## config.mk

```make
export PLATFORM = sky130hd
export DESIGN_NAME = dna_pattern_search
export DESIGN_NICKNAME = d
export VERILOG_FILES = /design/src/rtl/dna_pattern_search.sv
export SDC_FILE = /design/constraint.sdc
export NUM_CORES = 1
export LEC_CHECK = 0
export CORE_UTILIZATION = 61
export CTS_BUF_LIST = sky130_fd_sc_hd__clkbuf_2
export DETAILED_ROUTE_END_ITERATION = 7
export HOLD_SLACK_MARGIN = 0.12
export PLACE_DENSITY = 0.86
export SYNTH_ARGS = -nofsm -noshare
export SYNTH_HDL_FRONTEND = slang
export SYNTH_SLANG_ARGS = --single-unit
```

## constraint.sdc

```tcl
create_clock -name clock -period 3.73 [get_ports clock]
set_input_delay 0.373 -clock clock [delete_from_list [all_inputs] [get_ports clock]]
set_output_delay 0.373 -clock clock [all_outputs]
set_load 0.005 [all_outputs]
```

## src/rtl/dna_pattern_search.sv

```systemverilog
// Streams 2-bit nucleotides from a 1-cycle-latency RAM and matches a sliding PAT_LEN-symbol window.
// Optional build macro DNA_COUNT_ALL_EN: scan the whole sequence and count every (overlapping) match.
module dna_pattern_search #(
    parameter int ADDR_W  = 16,
    parameter int SYM_W   = 2,
    parameter int PAT_LEN = 4,
    parameter int MAX_LEN = 1024
) (
    input  logic                     clock,
    input  logic                     reset,
    input  logic                     ready,
    input  logic [ADDR_W-1:0]        dna_length,
    input  logic [PAT_LEN*SYM_W-1:0] pattern,
    output logic                     mem_rd,
    output logic [ADDR_W-1:0]        mem_addr,
    input  logic [SYM_W-1:0]         mem_data,
    output logic                     done,
    output logic                     found_it,
    output logic                     error,
    output logic [ADDR_W-1:0]        match_index,
    output logic [ADDR_W-1:0]        match_count
);

    localparam int FILL_W = $clog2(PAT_LEN + 1);

`ifdef DNA_COUNT_ALL_EN
    localparam bit COUNT_ALL = 1'b1;
`else
    localparam bit COUNT_ALL = 1'b0;
`endif

    typedef enum logic [2:0] {
        IDLE,
        SCAN,
        DRAIN,
        DONE,
        ERR
    } state_t;

    typedef logic [PAT_LEN-1:0][SYM_W-1:0] window_t;

    state_t              state_q, state_d;
    logic [ADDR_W-1:0]   len_q, len_d;
    window_t             pat_q, pat_d;
    logic [ADDR_W-1:0]   addr_q, addr_d;
    logic                rd_vld_q, rd_vld_d;
    logic [ADDR_W-1:0]   rd_addr_q, rd_addr_d;
    window_t             win_q, win_d;
    window_t             win_shift;
    logic [FILL_W-1:0]   fill_q, fill_d;
    logic                win_vld_q, win_vld_d;
    logic [ADDR_W-1:0]   win_addr_q, win_addr_d;
    logic                done_pend_q, done_pend_d;
    logic                found_q, found_d;
    logic [ADDR_W-1:0]   idx_q, idx_d;
    logic [ADDR_W-1:0]   cnt_q, cnt_d;

    logic                busy;
    logic                len_bad;
    logic                match;
    logic                win_last;
    logic [ADDR_W-1:0]   match_start;

    // Oldest symbol sits at position 0 so the window lines up with the pattern layout.
    genvar gi;
    generate
        for (gi = 0; gi < PAT_LEN; gi++) begin : g_win
            if (gi == PAT_LEN - 1) begin : g_newest
                assign win_shift[gi] = mem_data;
            end else begin : g_older
                assign win_shift[gi] = win_q[gi+1];
            end
        end
    endgenerate

    assign busy        = (state_q == SCAN) || (state_q == DRAIN);
    assign len_bad     = (dna_length < ADDR_W'(PAT_LEN)) || (dna_length > ADDR_W'(MAX_LEN));
    assign match       = win_vld_q && (fill_q == FILL_W'(PAT_LEN)) && (win_q == pat_q);
    assign win_last    = win_vld_q && (win_addr_q == len_q - ADDR_W'(1));
    assign match_start = win_addr_q - ADDR_W'(PAT_LEN - 1);

    always_ff @(posedge clock) begin
        if (reset) begin
            state_q     <= IDLE;
            len_q       <= '0;
            pat_q       <= '0;
            addr_q      <= '0;
            rd_vld_q    <= 1'b0;
            rd_addr_q   <= '0;
            win_q       <= '0;
            fill_q      <= '0;
            win_vld_q   <= 1'b0;
            win_addr_q  <= '0;
            done_pend_q <= 1'b0;
            found_q     <= 1'b0;
            idx_q       <= '0;
            cnt_q       <= '0;
        end else begin
            state_q     <= state_d;
            len_q       <= len_d;
            pat_q       <= pat_d;
            addr_q      <= addr_d;
            rd_vld_q    <= rd_vld_d;
            rd_addr_q   <= rd_addr_d;
            win_q       <= win_d;
            fill_q      <= fill_d;
            win_vld_q   <= win_vld_d;
            win_addr_q  <= win_addr_d;
            done_pend_q <= done_pend_d;
            found_q     <= found_d;
            idx_q       <= idx_d;
            cnt_q       <= cnt_d;
        end
    end

    always_comb begin
        state_d     = state_q;
        len_d       = len_q;
        pat_d       = pat_q;
        addr_d      = addr_q;
        rd_vld_d    = 1'b0;
        rd_addr_d   = rd_addr_q;
        win_d       = win_q;
        fill_d      = fill_q;
        win_vld_d   = 1'b0;
        win_addr_d  = win_addr_q;
        done_pend_d = 1'b0;
        found_d     = found_q;
        idx_d       = idx_q;
        cnt_d       = cnt_q;

        // Data path only runs while a scan is live; stragglers after DONE are dropped.
        if (busy) begin
            rd_vld_d  = (state_q == SCAN);
            rd_addr_d = addr_q;
            if (rd_vld_q) begin
                win_d      = win_shift;
                win_vld_d  = 1'b1;
                win_addr_d = rd_addr_q;
                if (fill_q != FILL_W'(PAT_LEN)) begin
                    fill_d = fill_q + FILL_W'(1);
                end
            end
            if (match) begin
                found_d = 1'b1;
                if (!found_q) begin
                    idx_d = match_start;
                end
                if (cnt_q != '1) begin
                    cnt_d = cnt_q + ADDR_W'(1);
                end
            end
            if (win_last) begin
                done_pend_d = 1'b1;
            end
        end

        case (state_q)
            IDLE: begin
                if (ready) begin
                    len_d      = dna_length;
                    pat_d      = pattern;
                    found_d    = 1'b0;
                    idx_d      = '0;
                    cnt_d      = '0;
                    win_d      = '0;
                    fill_d     = '0;
                    win_addr_d = '0;
                    rd_addr_d  = '0;
                    addr_d     = '0;
                    state_d    = len_bad ? ERR : SCAN;
                end
            end
            SCAN: begin
                addr_d = addr_q + ADDR_W'(1);
                if (addr_q == len_q - ADDR_W'(1)) begin
                    state_d = DRAIN;
                end
                if (match && !COUNT_ALL) begin
                    state_d = DONE;
                end
            end
            DRAIN: begin
                // Stay until the final window has been compared, then settle one cycle later.
                if ((match && !COUNT_ALL) || done_pend_q) begin
                    state_d = DONE;
                end
            end
            DONE, ERR: begin
                if (!ready) begin
                    state_d = IDLE;
                end
            end
            default: begin
                state_d = IDLE;
            end
        endcase
    end

    assign mem_rd      = (state_q == SCAN);
    assign mem_addr    = addr_q;
    assign done        = (state_q == DONE) || (state_q == ERR);
    assign error       = (state_q == ERR);
    assign found_it    = found_q;
    assign match_index = idx_q;
    assign match_count = cnt_q;

endmodule

```

### After elaboration in Yosys (flattened, before gate mapping)

Cells that the tools add are included.

| storage, ports and cells | value |
|---|---|
| flip-flop bits (word level) | 122 |

| operators by class | value |
|---|---|
| reduce and logical (&&, ||, !) cells | 14 |
| muxes and demuxes | 41 |
| $lt $le $gt $ge | 2 |
| equal/unequal tests | 14 |
| add/sub/neg operators | 5 |
| bitwise gates (word level) | 1 |

Operators by type and width:

| cell | count |
|---|---|
| 16-bit two-way mux | 18 |
| 3-bit two-way mux | 11 |
| 16-bit by 1-bit adder with 16-bit output, second input constant | 2 |
| 16-bit equality test | 2 |
| 8-bit two-way mux | 4 |
| 16-bit one-hot mux with 2 select lines | 1 |
| 16-bit by 11-bit > comparator with 1-bit output, second input constant | 1 |
| 16-bit by 3-bit < comparator with 1-bit output, second input constant | 1 |
| 16-bit inequality test, second input constant | 1 |
| 16-bit by 1-bit subtractor with 16-bit output, second input constant | 1 |
| 16-bit by 2-bit subtractor with 16-bit output, second input constant | 1 |
| 3-bit one-hot mux with 4 select lines | 1 |
| 8-bit equality test | 1 |
| 3-bit by 2-bit equality test with 1-bit output, second input constant | 2 |
| 3-bit equality test, second input constant | 2 |
| 1-bit two-way mux | 6 |
| 1-bit logical OR | 4 |
| 2-bit inequality test, second input constant | 2 |
| 2-bit AND reduction | 2 |
| 4-bit AND reduction | 1 |
| 2-bit OR reduction | 2 |
| 3-bit by 1-bit adder with 3-bit output, second input constant | 1 |
| 3-bit by 1-bit equality test with 1-bit output, second input constant | 1 |
| 1-bit logical AND | 3 |
| 6 further kinds | 6 |

### Longest topological paths before layout

Gate-level depths: netlist (run 1).

| logic depth | value |
|---|---|
| depth after elaboration | 7 |
| depth in mapped cells | 10 |
| gate-level depth less buffers | 9 |

### Least setup slack after synthesis (run 1)

Ideal clock, no wire load.

| timing | value |
|---|---|
| path kind | register to register |
| start point | register len_q[0] |
| end point | register state_q[0] |
| setup slack | 1.460 ns |
| cell stages (with the launch flop) | 11 |
| path buffers | 1 |
| clock period less this slack | 2.270 ns |
| library setup time | 0.130 ns |
| required time | 3.600 ns |
| arrival | 2.141 ns |
| cells stage by stage | dfxtp_1 -> buf_6 -> inv_1 -> ha_1 -> or3b_4 -> nor2_1 -> xnor2_1 -> xnor2_1 -> or3_1 -> nor4b_4 -> o22ai_1 |

| between the ends | value |
|---|---|
| cells in the longest elaborated chain, start to end | 4 |

Ends and longest elaborated chain:

| element | RTL line | source |
|---|---|---|
| start, declared | 43 | `logic [ADDR_W-1:0] len_q, len_d;` |
| start signal, assigned | 100 | `len_q <= len_d;` |
| 16-bit by 1-bit subtractor with 16-bit output | 176 | `if (addr_q == len_q - ADDR_W'(1)) begin` |
| 16-bit equality test | 176 |  |
| 3-bit by 1-bit inequality test with 1-bit output (no source line) | -- |  |
| 4-bit AND reduction (no source line) | -- |  |
| end signal, assigned | 99 | `state_q <= state_d;` |
| end, declared | 42 | `state_t state_q, state_d;` |

No other way between the ends.
A chain may end at the register's enable or synchronous reset.

### Worst setup path after layout (run 1)

| timing | value |
|---|---|
| start point | register state_q[0] |
| end point | output mem_rd |

| between the ends | value |
|---|---|
| cells in the longest elaborated chain, start to end | 1 |

Ends and longest elaborated chain:

| element | RTL line | source |
|---|---|---|
| 3-bit by 1-bit equality test with 1-bit output | 200 | `assign mem_rd = (state_q == SCAN);` |
| end, declared | 14 | `output logic mem_rd,` |

No other way between the ends.

==> flow_summary.ini, run 1 <==
[worst_setup_path]
r2r_end = state_q[0]
crit_path_end_kind = output port
rr_startpoint = len_q[0]
cpMaxStageDelayCell = clkdlybuf4s50_1
cp-start-kind = flip-flop
rrSetupSlack_ps = 1010
cp.required_ps = 3360
crit_path_max_fanout = 8
worst-setup-path-type = reg -> out
r2r_cells = 9
crit_arrival_ps = 2360
crit_chain = or3b_1, inv_2, clkdlybuf4s50_1
slowest_delay_ps = 540

[finish]
final_net_count = 837
syn_to_final_growth_pct = 17.8
n_antenna_cell = 0
drive_above_1_share_pct = 7.74
fill_cells = 743
fin_util_pct = 75.0

[sta]
fin_crit_ps = 2740
whs_ps = 231
final_max_slew_viol_count = 0
rsz0062_at_grt = no
fin_tns_setup_ps = 0
hold_viol = 0
fin_crit_sh_pct = 73.4
fmax_mhz = 365
slew_headroom_pct = 39.1
setup_viol = 0
finClkSkew_ps = 39.0
worst_pin_slew_ps = 913

[detailed_routing]
drt-initial-drc-count = 311
ant_nets = 0
drc = 0
postRouteWirelength_um = 15200
wire_per_inst_um = 16.1
first_pass_iters = 5
vias = 5436
vias_per_cell = 5.76

[floorplanning]
io_pins = 81
core_mm2 = 0.00937
fp.dieH_um = 101
start_util_pct = 63.7
die_w_um = 101
dieArea_mm2 = 0.0102
core.rowCount = 35

[yosys]
ys.flop_type = dfxtp_1
ys.warnings.count = 0
synth_area_per_cell_um2 = 8.03
synth-seq-area-share_pct = 40.9
synth_nets = 778
synth_edf_count = 0
synth_cells = 743
ys_ff_latch = 122
synth.cell_area_mm2 = 0.00597
async_flop_share_pct = 0
ys_types = 59

[worst_hold_path]
min_from = pattern[7]
hold_path_class = in -> reg
whs_endpoint = pat_q[7]
holdPathStages = 3

[clock_network]
clockBufferDepth = 2
post_cts_buffers = 0
ctsRootBufferMaster = clkbuf_2
clk_pin_slew_ps = 210
cts-hold-fix-buffers = 0
cts_repair_resize_count = 0
cts_buffers = 17
clock-sinks = 122
clock_latency_ps = 660
htreeDepth = 4
cts_tree = yes

[pwr]
internal_power_mw = 1.75
seqPwrFrac_pct = 55.1
clock_power_share_pct = 33.9
power.density_mw_per_mm2 = 349
p_switching_uw = 697
peakVddDrop_mv = 0.480
switching_share_pct = 28.4
leakage_nw = 2.37
power_frac_comb_pct = 11.0

[placed_design]
dp_hpwl_um = 11200
io_buffers = 80
place_congestion = 0.909

[flow_run]
maxCapViolCount = 0

[grt]
overflow = 0
grt_max_degree = 48
antenna_found_initial = 0
gr-usage-all-layers_pct = 31.5
grt_pass1_vias = 5056
grt_pass1_wl_um = 24600

[run_status]
outcome = finished clean
metal layers:
| layer | GRT usage, % | wire, um |
|---|---|---|
| met5 | 0 | 0 |
| met4 | 13.0 | 346 |
| met3 | 6.03 | 749 |
| met2 | 52.4 | 7580 |
| met1 | 40.0 | 6550 |
cells in the mapped netlist, types with 2 or more instances:
cell / number / area (um^2)
a211oi_1: 15 / 113
a21o_1: 2 / 15.0
a21oi_1: 82 / 410
a31oi_1: 2 / 12.5
a32oi_1: 2 / 17.5
and2_1: 6 / 37.5
and3_1: 7 / 43.8
and4_1: 4 / 35.0
buf_1: 6 / 22.5
buf_2: 10 / 50.1
buf_6: 2 / 22.5
clkbuf_1: 31 / 116
dfxtp_1: 122 / 2440
ha_1: 6 / 75.1
inv_1: 6 / 22.5
mux2_1: 2 / 22.5
mux2i_1: 7 / 70.1
nand2_1: 152 / 571
nand2b_1: 4 / 25.0
nand3_1: 28 / 140
nand4_1: 18 / 113
nand4b_1: 2 / 17.5
nor2_1: 60 / 225
nor2_2: 2 / 12.5
nor2b_1: 6 / 37.5
nor3_1: 14 / 70.1
nor3_4: 2 / 32.5
nor4_1: 9 / 56.3
nor4_4: 2 / 42.5
o211ai_1: 4 / 30.0
o21a_1: 2 / 15.0
o21ai_0: 11 / 55.1
o22ai_1: 2 / 12.5
or2_2: 5 / 31.3
or3_1: 9 / 56.3
or4_1: 3 / 22.5
xnor2_1: 48 / 420
xor2_1: 27 / 236
power groups by stage:
stage | clock network [mW] | logic (mW) | registers, mW
final | 0.831 | 0.270 | 1.35
after global routing | 0.903 | 0.294 | 1.35
after CTS | 0.838 | 0.267 | 1.35
after detailed placement | 0 | 0.266 | 1.38
after global placement | 0 | 0.264 | 1.38
after floorplan | 0 | 0.205 | 1.36
critical path: cells and delay by family, from the launching register on:
kind / cells / cell delay [ps]
and+or+nand+nor: 1 / 520
DFF: 1 / 510
buffers and inverters: 2 / 700
how the worst max path moves through the flow:
stage / startpoint / end / slack, ps
floorplan: len_q[0] / state_q[0] / 1460
global placement: ready / match_index[3] / 1100
detailed placement: len_q[0] / state_q[0] / 1050
CTS: state_q[0] / mem_rd / 960
global route: len_q[0] / state_q[0] / 790
finish: state_q[0] / mem_rd / 990
flip-flops by register name, indices dropped and copies added (netlist names):
name	flops
done_pend_q	1
fill_q	3
found_it	1
len_q	16
match_count	16
match_index	16
mem_addr	16
pat_q	8
rd_addr_q	16
rd_vld_q	1
state_q	3
win_addr_q	16
win_q	8
win_vld_q	1
final cells by class:
type / count / area (um^2) / share of cell area [%]
Sequential cell: 122 / 2440 / 34.7
Timing Repair Buffer: 89 / 868 / 12.3
Tap cell: 129 / 161 / 2.30
Clock inverter: 13 / 146 / 2.08
Multi-Input combinational cell: 565 / 3300 / 46.9
Clock buffer: 18 / 90.1 / 1.28
Inverter: 7 / 26.3 / 0.374
kinds of logic (layout without fill, tap and decap cells):
kind of cell | Yosys count | count (layout) | share of synthesized area [%]
and+or+nand+nor | 344 | 344 | 28.3
AOI/OAI and AO/OA | 130 | 130 | 12.7
DFF | 122 | 122 | 40.9
xor gates and xnor gates | 76 | 76 | 11.3
buffers and inverters | 56 | 127 | 3.98
muxes | 9 | 9 | 1.55
adders and majority gates | 6 | 6 | 1.26
stage by stage:
step           cells  power [mW]  area (um^2)  worst slack, ps
3_3_place_gp     912        1.64         6800             1100
6_report         943        2.45         7030              993
4_1_cts          943        2.46         7030              956
3_5_place_dp     912        1.64         6800             1050
5_1_grt          943        2.55         7030              791
2_1_floorplan    743        1.57         5970             1460
placed cells by master (no fill, tap or decap), types with 7 or more instances in the layout:
master / Yosys / final
xnor2_1: 48 / 48
nand3_1: 28 / 28
nand2_1: 152 / 152
o21ai_0: 11 / 11
buf_4: 0 / 9
a211oi_1: 15 / 15
nor3_1: 14 / 13
or3_1: 9 / 9
nor2_1: 60 / 60
nand4_1: 18 / 18
clkdlybuf4s50_1: 0 / 80
nor4_1: 9 / 9
and3_1: 7 / 7
xor2_1: 27 / 27
a21oi_1: 82 / 82
clkbuf_2: 0 / 18
dfxtp_1: 122 / 122
mux2i_1: 7 / 7
Power figures use the tool's default switching activity.
==> run 2: changes to the inputs <==
Settings changed: CORE_UTILIZATION 61 to 57, PLACE_DENSITY 0.86 to 0.81.
Clock period 3.73 ns to 2.7 ns, I/O delays scaled along.
==> run 2 against run 1 <==
Effect of this change: combinational power grew 55%; worst setup slack worse by 860 ps; register-to-register slack got worse by 880 ps; highest routed layer unchanged; flip-flop and latch count unchanged; clock skew shrank 3.8 ps; largest power group unchanged; worst hold slack worse by 65 ps; first-iteration DRC count decreased by 0.96%; clock-buffer cell count is 4 higher.
==> flow_summary.ini, run 2 (synthesized netlist as in run 1, its figures left out) <==
[run_status]
outcome = finished clean

[pwr]
leakage_nw = 2.53
power.density_mw_per_mm2 = 464
peakVddDrop_mv = 0.375

[clock_network]
clk_pin_slew_ps = 190
clock-sinks = 122
htreeDepth = 4
ctsRootBufferMaster = clkbuf_2
clockBufferDepth = 2
clock_latency_ps = 700
cts_tree = yes
cts_buffers = 17

[sta]
worst_pin_slew_ps = 539
hold_viol = 0
finClkSkew_ps = 35.1
setup_slack_ps = 129
slew_headroom_pct = 63.7
rsz0062_at_grt = no
fin_crit_ps = 2570
fin_tns_setup_ps = 0
fmax_mhz = 389
final_max_slew_viol_count = 0
setup_viol = 0
fin_crit_sh_pct = 95.2

[worst_setup_path]
rr_startpoint = len_q[10]
crit_arrival_ps = 3170
cp-start-kind = flip-flop
crit_family = simple AND/OR/NAND/NOR gates
crit_path_max_fanout = 5
worst-setup-path-type = reg -> reg
crit_path_end_kind = flip-flop
crit_chain = nor4_4, nand3_1, or3_4, xnor2_2, nor4_2, nor4b_4, o22ai_1
cp.required_ps = 3300
slowest_delay_ps = 460
startpoint = len_q[10]
cp_num_buf_inv = 0
cpMaxStageDelayCell = nor4_4

[detailed_routing]
wire_per_inst_um = 16.1
drt-initial-drc-count = 308
drc = 0
vias = 5590
ant_nets = 0
first_pass_iters = 5
vias_per_cell = 5.72
postRouteWirelength_um = 15800

[grt]
gr-usage-all-layers_pct = 29.7
grt_pass1_wl_um = 25600
antenna_found_initial = 0
overflow = 0
grt_max_degree = 59
grt_pass1_vias = 5234

[finish]
fin_util_pct = 73.6
final_area_mm2 = 0.00732
drive_above_1_share_pct = 8.40
layout_commonest_cell = nand2_1
final_net_count = 867
n_antenna_cell = 0
layout_common_cells = 152 x nand2_1, 121 x dfxtp_1, 82 x a21oi_1, 80 x clkdlybuf4s50_1, 60 x nor2_1
syn_to_final_growth_pct = 22.7
layoutNonFillerInstCount = 978

[floorplanning]
fp.dieH_um = 104
start_util_pct = 60.0
dieArea_mm2 = 0.0109
core.rowCount = 36
die_w_um = 104
io_pins = 81
core_mm2 = 0.00995

[flow_run]
maxCapViolCount = 0

[placed_design]
dpl_cell_area_mm2 = 0.00688
place_ws_ps = 187
place_inst = 923
io_buffers = 80
place_congestion = 0.883
dp_hpwl_um = 11200

[worst_hold_path]
min_from = dna_length[5]
hold_path_class = in -> reg
## run 2: changes by cell type in the layout (fill, tap and decap cells not counted), moves of 4 or more
cell           delta
dlygate4sd3_1    +23
buf_4             +5
clkinvlp_4        -5
clkbuf_2          +4
clkinv_2          +4
## run 2: path summary, 6_finish.rpt
kind | endpoint | slack (ps) | cells past startpoint
worst max register to register | state_q[0] | 130 | 7
worst min-delay path | len_q[5] | 170 | 3
worst max-delay path | state_q[0] | 130 | 7
worst min register to register | win_addr_q[6] | 450 | 2
## run 2: worst register-to-register path: stages, from the launching register on
cell and delay, ps:
dfxtp_1 420, nor4_4 470, nand3_1 290, or3_4 420
xnor2_2 150, nor4_2 300, nor4b_4 330, o22ai_1 110
## run 2: what timing repair did
action / in CTS / in global routing
endpoints found under the hold margin: 23 / 0
setup buffers: 0 / 0
gates resized for setup: 0 / 2
setup endpoints to repair: 0 / 2
hold buffers: 23 / 0
## run 2: metal layers
layer | GRT usage [%] | vias to the layer above | share of wire (%) | wire [um]
met3 | 5.58 | 40 | 4.8 | 761
met4 | 15.7 | 0 | 3.0 | 481
met1 | 36.8 | 2642 | 44 | 6950
met5 | 0 | - | 0 | 0
met2 | 48.8 | 180 | 48 | 7580
li1 | - | 2728 | - | -
## run 2: stage by stage
step                power, mW  hold slack, ps
floorplan                2.16             406
global placement         2.28             437
detailed placement       2.28             446
finish                   3.40             166
global route             3.52             154
CTS                      3.40             122
## run 2: final cells by class
cell class	count	area [um^2]
multi-input combinational	565	3300
fill	801	2630
sequential	122	2440
timing repair buffer	119	1180
tap	133	166
clock buffer	22	110
clock inverter	10	101
inverter	7	26.3
## run 2: report_power, final
group / internal, mW / leakage, nW / switching [mW]
clock network: 0.431 / 0.146 / 0.687
logic: 0.202 / 1.40 / 0.216
registers: 1.82 / 0.987 / 0.0380
total: 2.46 / 2.53 / 0.941
==> run 3: changes to the inputs <==
Settings changed: CTS_CLUSTER_DIAMETER set to 100.
==> results of run 3 <==
No change in the layout: final DEF, timing and power equal those of run 2.
